`config.mk`:
```
export PLATFORM = sky130hd
export DESIGN_NAME = cond_flag_unit_flat
export DESIGN_NICKNAME = d
export VERILOG_FILES = /design/src/rtl/cond_flag_unit_if.sv /design/src/rtl/cond_flag_unit.sv /design/src/flat_wrapper.sv
export SDC_FILE = /design/constraint.sdc
export NUM_CORES = 1
export LEC_CHECK = 0
export BUFFER_PORTS_ARGS = -buffer_cell sky130_fd_sc_hd__buf_2
export CORE_MARGIN = 8
export CORE_UTILIZATION = 39
export DETAILED_ROUTE_END_ITERATION = 16
export HOLD_SLACK_MARGIN = 0.06
export PLACE_DENSITY = 0.8
export SETUP_SLACK_MARGIN = 0.15
export SLEW_MARGIN = 20
export SYNTH_ARGS = -nofsm -noshare
export SYNTH_HDL_FRONTEND = slang
export SYNTH_SLANG_ARGS = --single-unit
export TNS_END_PERCENT = 30
```
`constraint.sdc`:
```
create_clock -name clk -period 2.9 [get_ports clk]
set_input_delay 0.58 -clock clk [delete_from_list [all_inputs] [get_ports clk]]
set_output_delay 0.58 -clock clk [all_outputs]
set_load 0.01 [all_outputs]
```
`src/rtl/cond_flag_unit_if.sv`:
```
// Bundle of execute-stage signals between the ALU/decoder side and the
// condition/flag unit. The master drives the instruction controls and ALU
// flags; the slave (cond_flag_unit) returns the condition result, the
// committed flags and the registered, gated controls.
interface cond_flag_unit_if;
  logic       en;
  logic       flush;
  logic [3:0] cond;
  logic       alu_n;
  logic       alu_z;
  logic       alu_c;
  logic       alu_v;
  logic [1:0] flag_w;
  logic       pcs_in;
  logic       reg_w_in;
  logic       mem_w_in;
  logic       no_write_in;
  logic       cond_ex;
  logic [3:0] flags;
  logic       pcs_q;
  logic       reg_w_q;
  logic       mem_w_q;

  modport master (
    output en, flush, cond, alu_n, alu_z, alu_c, alu_v, flag_w,
           pcs_in, reg_w_in, mem_w_in, no_write_in,
    input  cond_ex, flags, pcs_q, reg_w_q, mem_w_q
  );

  modport slave (
    input  en, flush, cond, alu_n, alu_z, alu_c, alu_v, flag_w,
           pcs_in, reg_w_in, mem_w_in, no_write_in,
    output cond_ex, flags, pcs_q, reg_w_q, mem_w_q
  );
endinterface

```
`src/rtl/cond_flag_unit.sv`:
```
// ARMv4 execute-stage condition/flag unit. Holds the NZCV register, checks
// the instruction's condition field against the committed flags, and
// registers the decoder's write/branch controls gated by that result.
// cond_ex looks only at the committed flags, so an instruction never sees
// flags produced by its own ALU operation.
module cond_flag_unit #(
  parameter logic [3:0] FLAG_RST = 4'b0000
) (
  input logic             clk,
  input logic             reset,
  cond_flag_unit_if.slave bus
);

  logic [3:0] flag_q;
  logic       n_f;
  logic       z_f;
  logic       c_f;
  logic       v_f;
  logic       cond_pass;
  logic       pcs_r;
  logic       reg_w_r;
  logic       mem_w_r;

  assign n_f = flag_q[3];
  assign z_f = flag_q[2];
  assign c_f = flag_q[1];
  assign v_f = flag_q[0];

  // Evaluate the condition field against the committed flags only.
  always_comb begin
    cond_pass = 1'b1;
    case (bus.cond)
      4'h0:    cond_pass = z_f;
      4'h1:    cond_pass = !z_f;
      4'h2:    cond_pass = c_f;
      4'h3:    cond_pass = !c_f;
      4'h4:    cond_pass = n_f;
      4'h5:    cond_pass = !n_f;
      4'h6:    cond_pass = v_f;
      4'h7:    cond_pass = !v_f;
      4'h8:    cond_pass = c_f && !z_f;
      4'h9:    cond_pass = !c_f || z_f;
      4'hA:    cond_pass = (n_f == v_f);
      4'hB:    cond_pass = (n_f != v_f);
      4'hC:    cond_pass = !z_f && (n_f == v_f);
      4'hD:    cond_pass = z_f || (n_f != v_f);
      default: cond_pass = 1'b1;
    endcase
  end

  // Commit the selected flag pairs when the instruction advances and passes.
  always_ff @(posedge clk) begin
    if (reset) begin
      flag_q <= FLAG_RST;
    end else if (!bus.flush && bus.en && cond_pass) begin
      if (bus.flag_w[1]) begin
        flag_q[3] <= bus.alu_n;
        flag_q[2] <= bus.alu_z;
      end
      if (bus.flag_w[0]) begin
        flag_q[1] <= bus.alu_c;
        flag_q[0] <= bus.alu_v;
      end
    end
  end

  // Pipeline register for the gated controls; a flush squashes them even when stalled.
  always_ff @(posedge clk) begin
    if (reset) begin
      pcs_r   <= 1'b0;
      reg_w_r <= 1'b0;
      mem_w_r <= 1'b0;
    end else if (bus.flush) begin
      pcs_r   <= 1'b0;
      reg_w_r <= 1'b0;
      mem_w_r <= 1'b0;
    end else if (bus.en) begin
      pcs_r   <= bus.pcs_in & cond_pass;
      reg_w_r <= bus.reg_w_in & cond_pass & !bus.no_write_in;
      mem_w_r <= bus.mem_w_in & cond_pass;
    end
  end

  assign bus.cond_ex = cond_pass;
  assign bus.flags   = flag_q;
  assign bus.pcs_q   = pcs_r;
  assign bus.reg_w_q = reg_w_r;
  assign bus.mem_w_q = mem_w_r;

endmodule

```
`src/flat_wrapper.sv`:
```
// flat-port wrapper written by rule: the top's interface ports become plain ports
module cond_flag_unit_flat 
#(
  parameter logic [3:0] FLAG_RST = 4'b0000
)
  (clk, reset, bus_en, bus_flush, bus_cond, bus_alu_n, bus_alu_z, bus_alu_c, bus_alu_v, bus_flag_w, bus_pcs_in, bus_reg_w_in, bus_mem_w_in, bus_no_write_in, bus_cond_ex, bus_flags, bus_pcs_q, bus_reg_w_q, bus_mem_w_q);
  cond_flag_unit_if bus_i ();
  input logic clk;
  input logic reset;
  input wire logic [$bits(bus_i.en)-1:0] bus_en;
  input wire logic [$bits(bus_i.flush)-1:0] bus_flush;
  input wire logic [$bits(bus_i.cond)-1:0] bus_cond;
  input wire logic [$bits(bus_i.alu_n)-1:0] bus_alu_n;
  input wire logic [$bits(bus_i.alu_z)-1:0] bus_alu_z;
  input wire logic [$bits(bus_i.alu_c)-1:0] bus_alu_c;
  input wire logic [$bits(bus_i.alu_v)-1:0] bus_alu_v;
  input wire logic [$bits(bus_i.flag_w)-1:0] bus_flag_w;
  input wire logic [$bits(bus_i.pcs_in)-1:0] bus_pcs_in;
  input wire logic [$bits(bus_i.reg_w_in)-1:0] bus_reg_w_in;
  input wire logic [$bits(bus_i.mem_w_in)-1:0] bus_mem_w_in;
  input wire logic [$bits(bus_i.no_write_in)-1:0] bus_no_write_in;
  output wire logic [$bits(bus_i.cond_ex)-1:0] bus_cond_ex;
  output wire logic [$bits(bus_i.flags)-1:0] bus_flags;
  output wire logic [$bits(bus_i.pcs_q)-1:0] bus_pcs_q;
  output wire logic [$bits(bus_i.reg_w_q)-1:0] bus_reg_w_q;
  output wire logic [$bits(bus_i.mem_w_q)-1:0] bus_mem_w_q;
  assign bus_i.en = bus_en;
  assign bus_i.flush = bus_flush;
  assign bus_i.cond = bus_cond;
  assign bus_i.alu_n = bus_alu_n;
  assign bus_i.alu_z = bus_alu_z;
  assign bus_i.alu_c = bus_alu_c;
  assign bus_i.alu_v = bus_alu_v;
  assign bus_i.flag_w = bus_flag_w;
  assign bus_i.pcs_in = bus_pcs_in;
  assign bus_i.reg_w_in = bus_reg_w_in;
  assign bus_i.mem_w_in = bus_mem_w_in;
  assign bus_i.no_write_in = bus_no_write_in;
  assign bus_cond_ex = bus_i.cond_ex;
  assign bus_flags = bus_i.flags;
  assign bus_pcs_q = bus_i.pcs_q;
  assign bus_reg_w_q = bus_i.reg_w_q;
  assign bus_mem_w_q = bus_i.mem_w_q;
  cond_flag_unit #(.FLAG_RST(FLAG_RST)) u_core (.clk(clk), .reset(reset), .bus(bus_i));
endmodule
```
==> flow_metrics.py, run 1 <==
metrics = {
    "clocking": {
        "cts-resized-gates": 0,
        "clk_pin_slew_worst_paths_ns": 0.05,
        "numCtsBuffers": 3,
        "insertion_delay_ns": 0.24,
        "cts_tree": "built",
        "cts_num_sinks": 7,
        "cts_setup_buffers": 0,
        "cts_max_level": 1,
        "cts_max_path_buffers": 2,
        "cts-root-buf": "clkbuf_4",
        "ctsHoldBuffers": 0,
    },
    "grt": {
        "overflow": 0,
        "antenna_found_initial": 0,
        "grt_pass1_wl_mm": 1.84,
        "track_usage_pct": 8.68,
        "grt_pass1_vias": 433,
        "grt_max_degree": 10,
    },
    "synth": {
        "yosysSeqAreaShare_pct": 26.9,
        "synth_top_area_share_pct": 26.9,
        "synth_top_area_cell": "dfxtp_1",
        "syn_nets": 72,
        "synthTopCellsByCount": "8 x mux2i_1, 8 x or2b_2, 7 x dfxtp_1",
        "synth_async_sr_flop_share_pct": 0,
        "syn-cell-area_um2": 522,
        "ys_types": 24,
        "ys.flop_type": "dfxtp_1",
        "ys_ff_latch": 7,
        "ys.warnings.count": 0,
        "synth_area_per_cell_um2": 9.66,
        "synth_area_leaders": "dfxtp_1 27%, mux2i_1 15%, or2b_2 13%, nand2b_1 4.8%, xnor3_1 4.3%",
        "synth-edff-count": 0,
        "netlist_instances": 54,
    },
    "die": {
        "die_w_um": 52.6,
        "core_mm2": 0.00127,
        "initial_utilization_pct": 41.1,
        "die_y_um": 52.6,
        "num_io_pins": 26,
        "dieArea_mm2": 0.00276,
        "rows": 13,
    },
    "route": {
        "vias_per_cell": 4.82,
        "vias": 472,
        "firstDrtPassIters": 3,
        "drc": 0,
        "wl_per_cell_um": 12.0,
        "detail-route-antenna-nets": 0,
        "drt-initial-drc-count": 3,
        "wl_mm": 1.17,
    },
    "hold_path": {
        "hp-class": "register to register",
    },
    "pwr": {
        "p_int_mw": 0.180,
        "p_seq_share_pct": 42.5,
        "power_density_mw_per_mm2": 342,
        "p_sw_mw": 0.0574,
        "switching_share_pct": 24.2,
        "clock_power_share_pct": 34.9,
        "p_comb_share_pct": 22.6,
        "p_leak_nw": 0.342,
        "peakVddDrop_v": 0.000334,
    },
    "sta": {
        "fin_tns_setup_ns": 0,
        "finalCritPeriodShare_pct": 85.0,
        "drv_slew": 0,
        "hold_slack_ns": 0.463,
        "fin_skew_ns": 0.000167,
        "setup_ws_ns": 0.435,
        "rsz0062_at_grt": "no",
        "setup_viol": 0,
        "fmax_mhz": 406,
        "tightest_slew_ns": 0.452,
        "period_needed_ns": 2.46,
        "hold_viol": 0,
        "maxSlewHeadroom_pct": 69.8,
    },
    "critical_path": {
        "cp.arrival_ns": 1.88,
        "cp.required_ns": 2.32,
        "cpMaxStageDelayCell": "xnor3_1",
        "crit_fanout": 6,
        "worstSetupPathType": "register to output port",
        "cp-start-kind": "register",
        "cp-end-kind": "output port",
        "max_stage_delay_ns": 0.44,
        "path_cells": "xnor3_1 -> o211ai_2 -> o311ai_2 -> or2_2 -> buf_2",
    },
    "final_layout": {
        "n_fill_cell": 117,
        "fin_nets": 102,
        "final_core_util_pct": 54.5,
        "antenna_cells": 0,
        "drive_gt1_share_pct": 49.4,
        "area_growth_pct": 32.6,
    },
    "place": {
        "place_worst_setup_slack_ns": 0.493,
        "dpl.hpwl_um": 977,
        "gp_congestion": 0.894,
        "port_buffers": 25,
    },
    "status": {
        "status": "finished, final reports clean",
    },
    "run": {
        "drv_cap": 0,
    },
}
## per-stage QoR
step	total power [mW]	cell area, um2	instances
final	0.237	692	98
after global routing	0.256	692	98
after CTS	0.242	692	98
after detailed placement	0.156	666	94
after global placement	0.156	666	94
after floorplan	0.132	522	54
## metal layers
metal  vias to the layer above  GRT usage [%]  wire length [um]
met5                         -              0                 0
met4                         0           1.29                 0
met3                         0           6.25               117
met2                        18           12.1               479
met1                       203           10.7               576
li1                        251              -                 -
## power by group through the flow
stage               clock network, mW  logic (mW)  registers [mW]
floorplan                           0      0.0287           0.103
global placement                    0      0.0530           0.103
detailed placement                  0      0.0532           0.103
CTS                            0.0872      0.0536           0.101
global route                   0.0966      0.0583           0.101
finish                         0.0826      0.0536           0.101
## registers in the layout, indices dropped and copies added (netlist names)
signal,count
u_core.bus.mem_w_q,1
u_core.bus.flags,4
u_core.bus.reg_w_q,1
u_core.bus.pcs_q,1
## cells in the final DEF (no fill, tap or decap), types with 2 or more instances in the layout
cell type | netlist | final
nand2b_1 | 4 | 4
clkbuf_4 | 0 | 3
o211ai_1 | 2 | 2
a21oi_1 | 3 | 3
buf_2 | 0 | 25
or2_2 | 2 | 2
mux2i_1 | 8 | 8
dfxtp_1 | 7 | 7
or2b_2 | 8 | 8
o211a_1 | 2 | 2
nand2_1 | 3 | 3
## layout make-up
cell class | instances | area (um2) | area share [%]
inverters | 1 | 3.75 | 0.542
flip-flops and latches | 7 | 140 | 20.3
well taps | 15 | 18.8 | 2.71
clock buffers | 4 | 26.3 | 3.80
multi-input cells | 46 | 378 | 54.6
repair buffers | 25 | 125 | 18.1
## final timing paths
kind                                    start                          endpoint  slack, ns  cells past startpoint
min             u_core.bus.pcs_q$_SDFFE_PP0P_     u_core.bus.pcs_q$_SDFFE_PP0P_       0.46                      2
max reg2reg  u_core.bus.flags[3]$_SDFFE_PP0P_  u_core.bus.flags[2]$_SDFFE_PP0P_       1.17                      5
min reg2reg     u_core.bus.pcs_q$_SDFFE_PP0P_     u_core.bus.pcs_q$_SDFFE_PP0P_       0.46                      2
max          u_core.bus.flags[3]$_SDFFE_PP0P_                       bus_cond_ex       0.44                      5
## critical path: cells and delay by family (launching register included)
| family | cells | cell delay, ns |
|---|---|---|
| compound gates | 2 | 0.36 |
| simple gates | 1 | 0.32 |
| xor+xnor | 1 | 0.44 |
| flops | 1 | 0.39 |
| buf+inv | 1 | 0.14 |
## logic make-up (layout without fill, tap and decap cells)
logic type	Yosys count	in the layout	synth area share [%]
AND/OR/NAND/NOR	24	24	31.9
AO/OA/AOI/OAI	11	11	17.5
multiplexers	8	8	15.3
flip-flops	7	7	26.9
XOR/XNOR	3	3	7.67
buffers and inverters	1	30	0.719
(Power assumes the default switching activity.)
==> run 2: changes to the inputs <==
- ABC_AREA: unset -> 1
- PLACE_DENSITY: 0.8 -> 0.79
- clock period: 2.9 -> 2.45 ns (I/O delays scaled with it)
==> run 2 against run 1 <==
Effect of this change:
- final cell count grew 43%
- non-clock buffer count is the same
- clock-buffer cell count unchanged
- sequential cell count unchanged
- critical path depth is 3 higher
- clock power up 31%
- first-iteration DRC count grew to 5.0 times the previous value
- clock skew up 0.0033 ns
==> flow_metrics.py, run 2 <==
metrics = {
    "status": {
        "status": "finished, final reports clean",
    },
    "final_layout": {
        "final_core_util_pct": 55.3,
        "drive_gt1_share_pct": 35.2,
        "final_common_cell": "nand2_1",
        "antenna_cells": 0,
        "final_cell_mix": "29 x nand2_1, 25 x buf_2, 15 x inv_1, 8 x nand3_1, 8 x nor2_1",
        "fin_nets": 144,
        "largest_reg_flops": 4,
        "area_growth_pct": 30.5,
    },
    "grt": {
        "met2_usage_pct": 19.3,
        "busiest_layer": "met2",
        "track_usage_pct": 11.7,
        "met1_usage_pct": 12.1,
        "grt_pass1_wl_mm": 2.57,
        "overflow": 0,
        "grt_max_degree": 11,
        "grtUsageMet3_pct": 5.23,
        "antenna_found_initial": 0,
        "grt_pass1_vias": 685,
    },
    "route": {
        "wl_per_cell_um": 10.8,
        "vias_per_cell": 4.87,
        "drt-initial-drc-count": 15,
        "detail-route-antenna-nets": 0,
        "drc": 0,
        "wl_mm": 1.52,
        "vias": 682,
        "firstDrtPassIters": 4,
    },
    "clocking": {
        "ctsHoldBuffers": 0,
        "cts-root-buf": "clkbuf_4",
        "insertion_delay_ns": 0.26,
        "cts_max_path_buffers": 2,
        "cts_num_sinks": 7,
        "cts-resized-gates": 0,
        "cts_tree": "built",
        "clk_pin_slew_worst_paths_ns": 0.05,
        "cts_setup_buffers": 0,
        "numCtsBuffers": 3,
        "cts_max_level": 1,
    },
    "synth": {
        "synth_area_per_cell_um2": 5.81,
        "synthTopCellsByCount": "29 x nand2_1, 15 x inv_1, 8 x nand3_1, 8 x nor2_1, 7 x dfxtp_1",
        "ys.warnings.count": 0,
        "synth_top_area_cell": "dfxtp_1",
        "synth-edff-count": 0,
        "yosysMostFrequentCell": "nand2_1",
        "netlist_instances": 96,
        "ys_types": 16,
        "yosysSeqAreaShare_pct": 25.1,
        "syn_nets": 114,
        "synth_async_sr_flop_share_pct": 0,
        "ys_ff_latch": 7,
        "synth_top_area_share_pct": 25.1,
        "ys.flop_type": "dfxtp_1",
        "syn-cell-area_um2": 558,
        "synth_area_leaders": "dfxtp_1 25%, nand2_1 20%, inv_1 10%, nand3_1 7.2%, nor2_2 5.6%",
    },
    "sta": {
        "fin_skew_ns": 0.00347,
        "hold_viol": 0,
        "tightest_slew_ns": 0.166,
        "setup_viol": 0,
        "setup_ws_ns": 0.545,
        "fmax_mhz": 525,
        "drv_slew": 0,
        "rsz0062_at_grt": "no",
        "finalCritPeriodShare_pct": 77.8,
        "maxSlewHeadroom_pct": 88.9,
        "fin_tns_setup_ns": 0,
        "period_needed_ns": 1.91,
    },
    "pwr": {
        "peakVddDrop_v": 0.000219,
        "p_leak_nw": 0.409,
        "power_density_mw_per_mm2": 438,
    },
    "die": {
        "num_io_pins": 26,
        "initial_utilization_pct": 42.4,
        "die_w_um": 53.8,
        "die_y_um": 53.8,
        "core_mm2": 0.00132,
        "rows": 13,
        "dieArea_mm2": 0.00290,
    },
    "critical_path": {
        "crit_fanout": 10,
        "path_cells": "inv_1 -> nand2_1 -> nand3_1 -> nand2_1 -> nor2_2 -> nor2_2 -> nand2_4 -> buf_2",
        "max_stage_delay_ns": 0.38,
        "worstSetupPathType": "register to output port",
        "cp-start-kind": "register",
        "cpMaxStageDelayCell": "dfxtp_1",
        "cp.required_ns": 1.96,
        "cp-end-kind": "output port",
        "cp.arrival_ns": 1.42,
    },
    "place": {
        "place_worst_setup_slack_ns": 0.558,
        "port_buffers": 25,
        "dpl.hpwl_mm": 1.25,
        "gp_congestion": 0.878,
    },
    "run": {
        "drv_cap": 0,
    },
    "hold_path": {
        "hp-class": "register to register",
    },
}
[run 2: changes by cell type in the layout (fill, tap and decap cells not counted), moves of 4 or more]
| cell | previous run | this run |
|---|---|---|
| nand2_1 | 3 | 29 |
| inv_1 | 1 | 15 |
| mux2i_1 | 8 | 0 |
| nand3_1 | 0 | 8 |
| or2b_2 | 8 | 0 |
| nor2_1 | 1 | 8 |
| nor2_2 | 0 | 5 |
| inv_2 | 0 | 4 |
| nand2b_1 | 4 | 0 |
| nand4_1 | 0 | 4 |
[run 2: cell type report]
cell class	instances	area, um2
well taps	15	18.8
flip-flops and latches	7	140
clock buffers	4	26.3
repair buffers	25	125
inverters	20	75.1
fillers	139	589
multi-input cells	69	343
[run 2: power by group]
part           switching, mW  internal [mW]  total (mW)  leakage [nW]
combinational         0.0540         0.0347      0.0887         0.337
clock                 0.0458         0.0624       0.108        0.0150
sequential           0.00361          0.118       0.122        0.0568
[run 2: per-layer routing]
metal / vias to the layer above / share of wire [%]
li1: 357 / -
met1: 294 / 42
met2: 28 / 47
met3: 3 / 8.5
met4: 0 / 2.1
met5: - / 0
[run 2: cells by family after synthesis]
kind of cell / Yosys count / share of synthesized area (%)
DFF: 7 / 25.1
buffers and inverters: 20 / 13.5
and+or+nand+nor: 62 / 55.2
AOI/OAI and AO/OA: 7 / 6.28
[run 2: path summary, 6_finish.rpt]
path         slack, ns                        startpoint  cells after the start                               end
max               0.54  u_core.bus.flags[2]$_SDFFE_PP0P_                      8                       bus_cond_ex
min               0.47     u_core.bus.pcs_q$_SDFFE_PP0P_                      2     u_core.bus.pcs_q$_SDFFE_PP0P_
max reg2reg       1.13  u_core.bus.flags[2]$_SDFFE_PP0P_                     11  u_core.bus.flags[1]$_SDFFE_PP0P_
min reg2reg       0.47     u_core.bus.pcs_q$_SDFFE_PP0P_                      2     u_core.bus.pcs_q$_SDFFE_PP0P_
[run 2: critical path: cells and delay by family (launching register included)]
kind	cells	cell delay [ns]
AND/OR/NAND/NOR	6	0.54
flip-flops	1	0.38
buffers and inverters	2	0.24
[run 2: through the flow]
| stage | cells | power [mW] | instance area, um2 | hold slack, ns |
|---|---|---|---|---|
| floorplan | 96 | 0.178 | 558 | 0.485 |
| global placement | 136 | 0.211 | 702 | 0.452 |
| detailed placement | 136 | 0.213 | 702 | 0.459 |
| CTS | 140 | 0.323 | 728 | 0.471 |
| global route | 140 | 0.345 | 728 | 0.477 |
| finish | 140 | 0.319 | 728 | 0.466 |
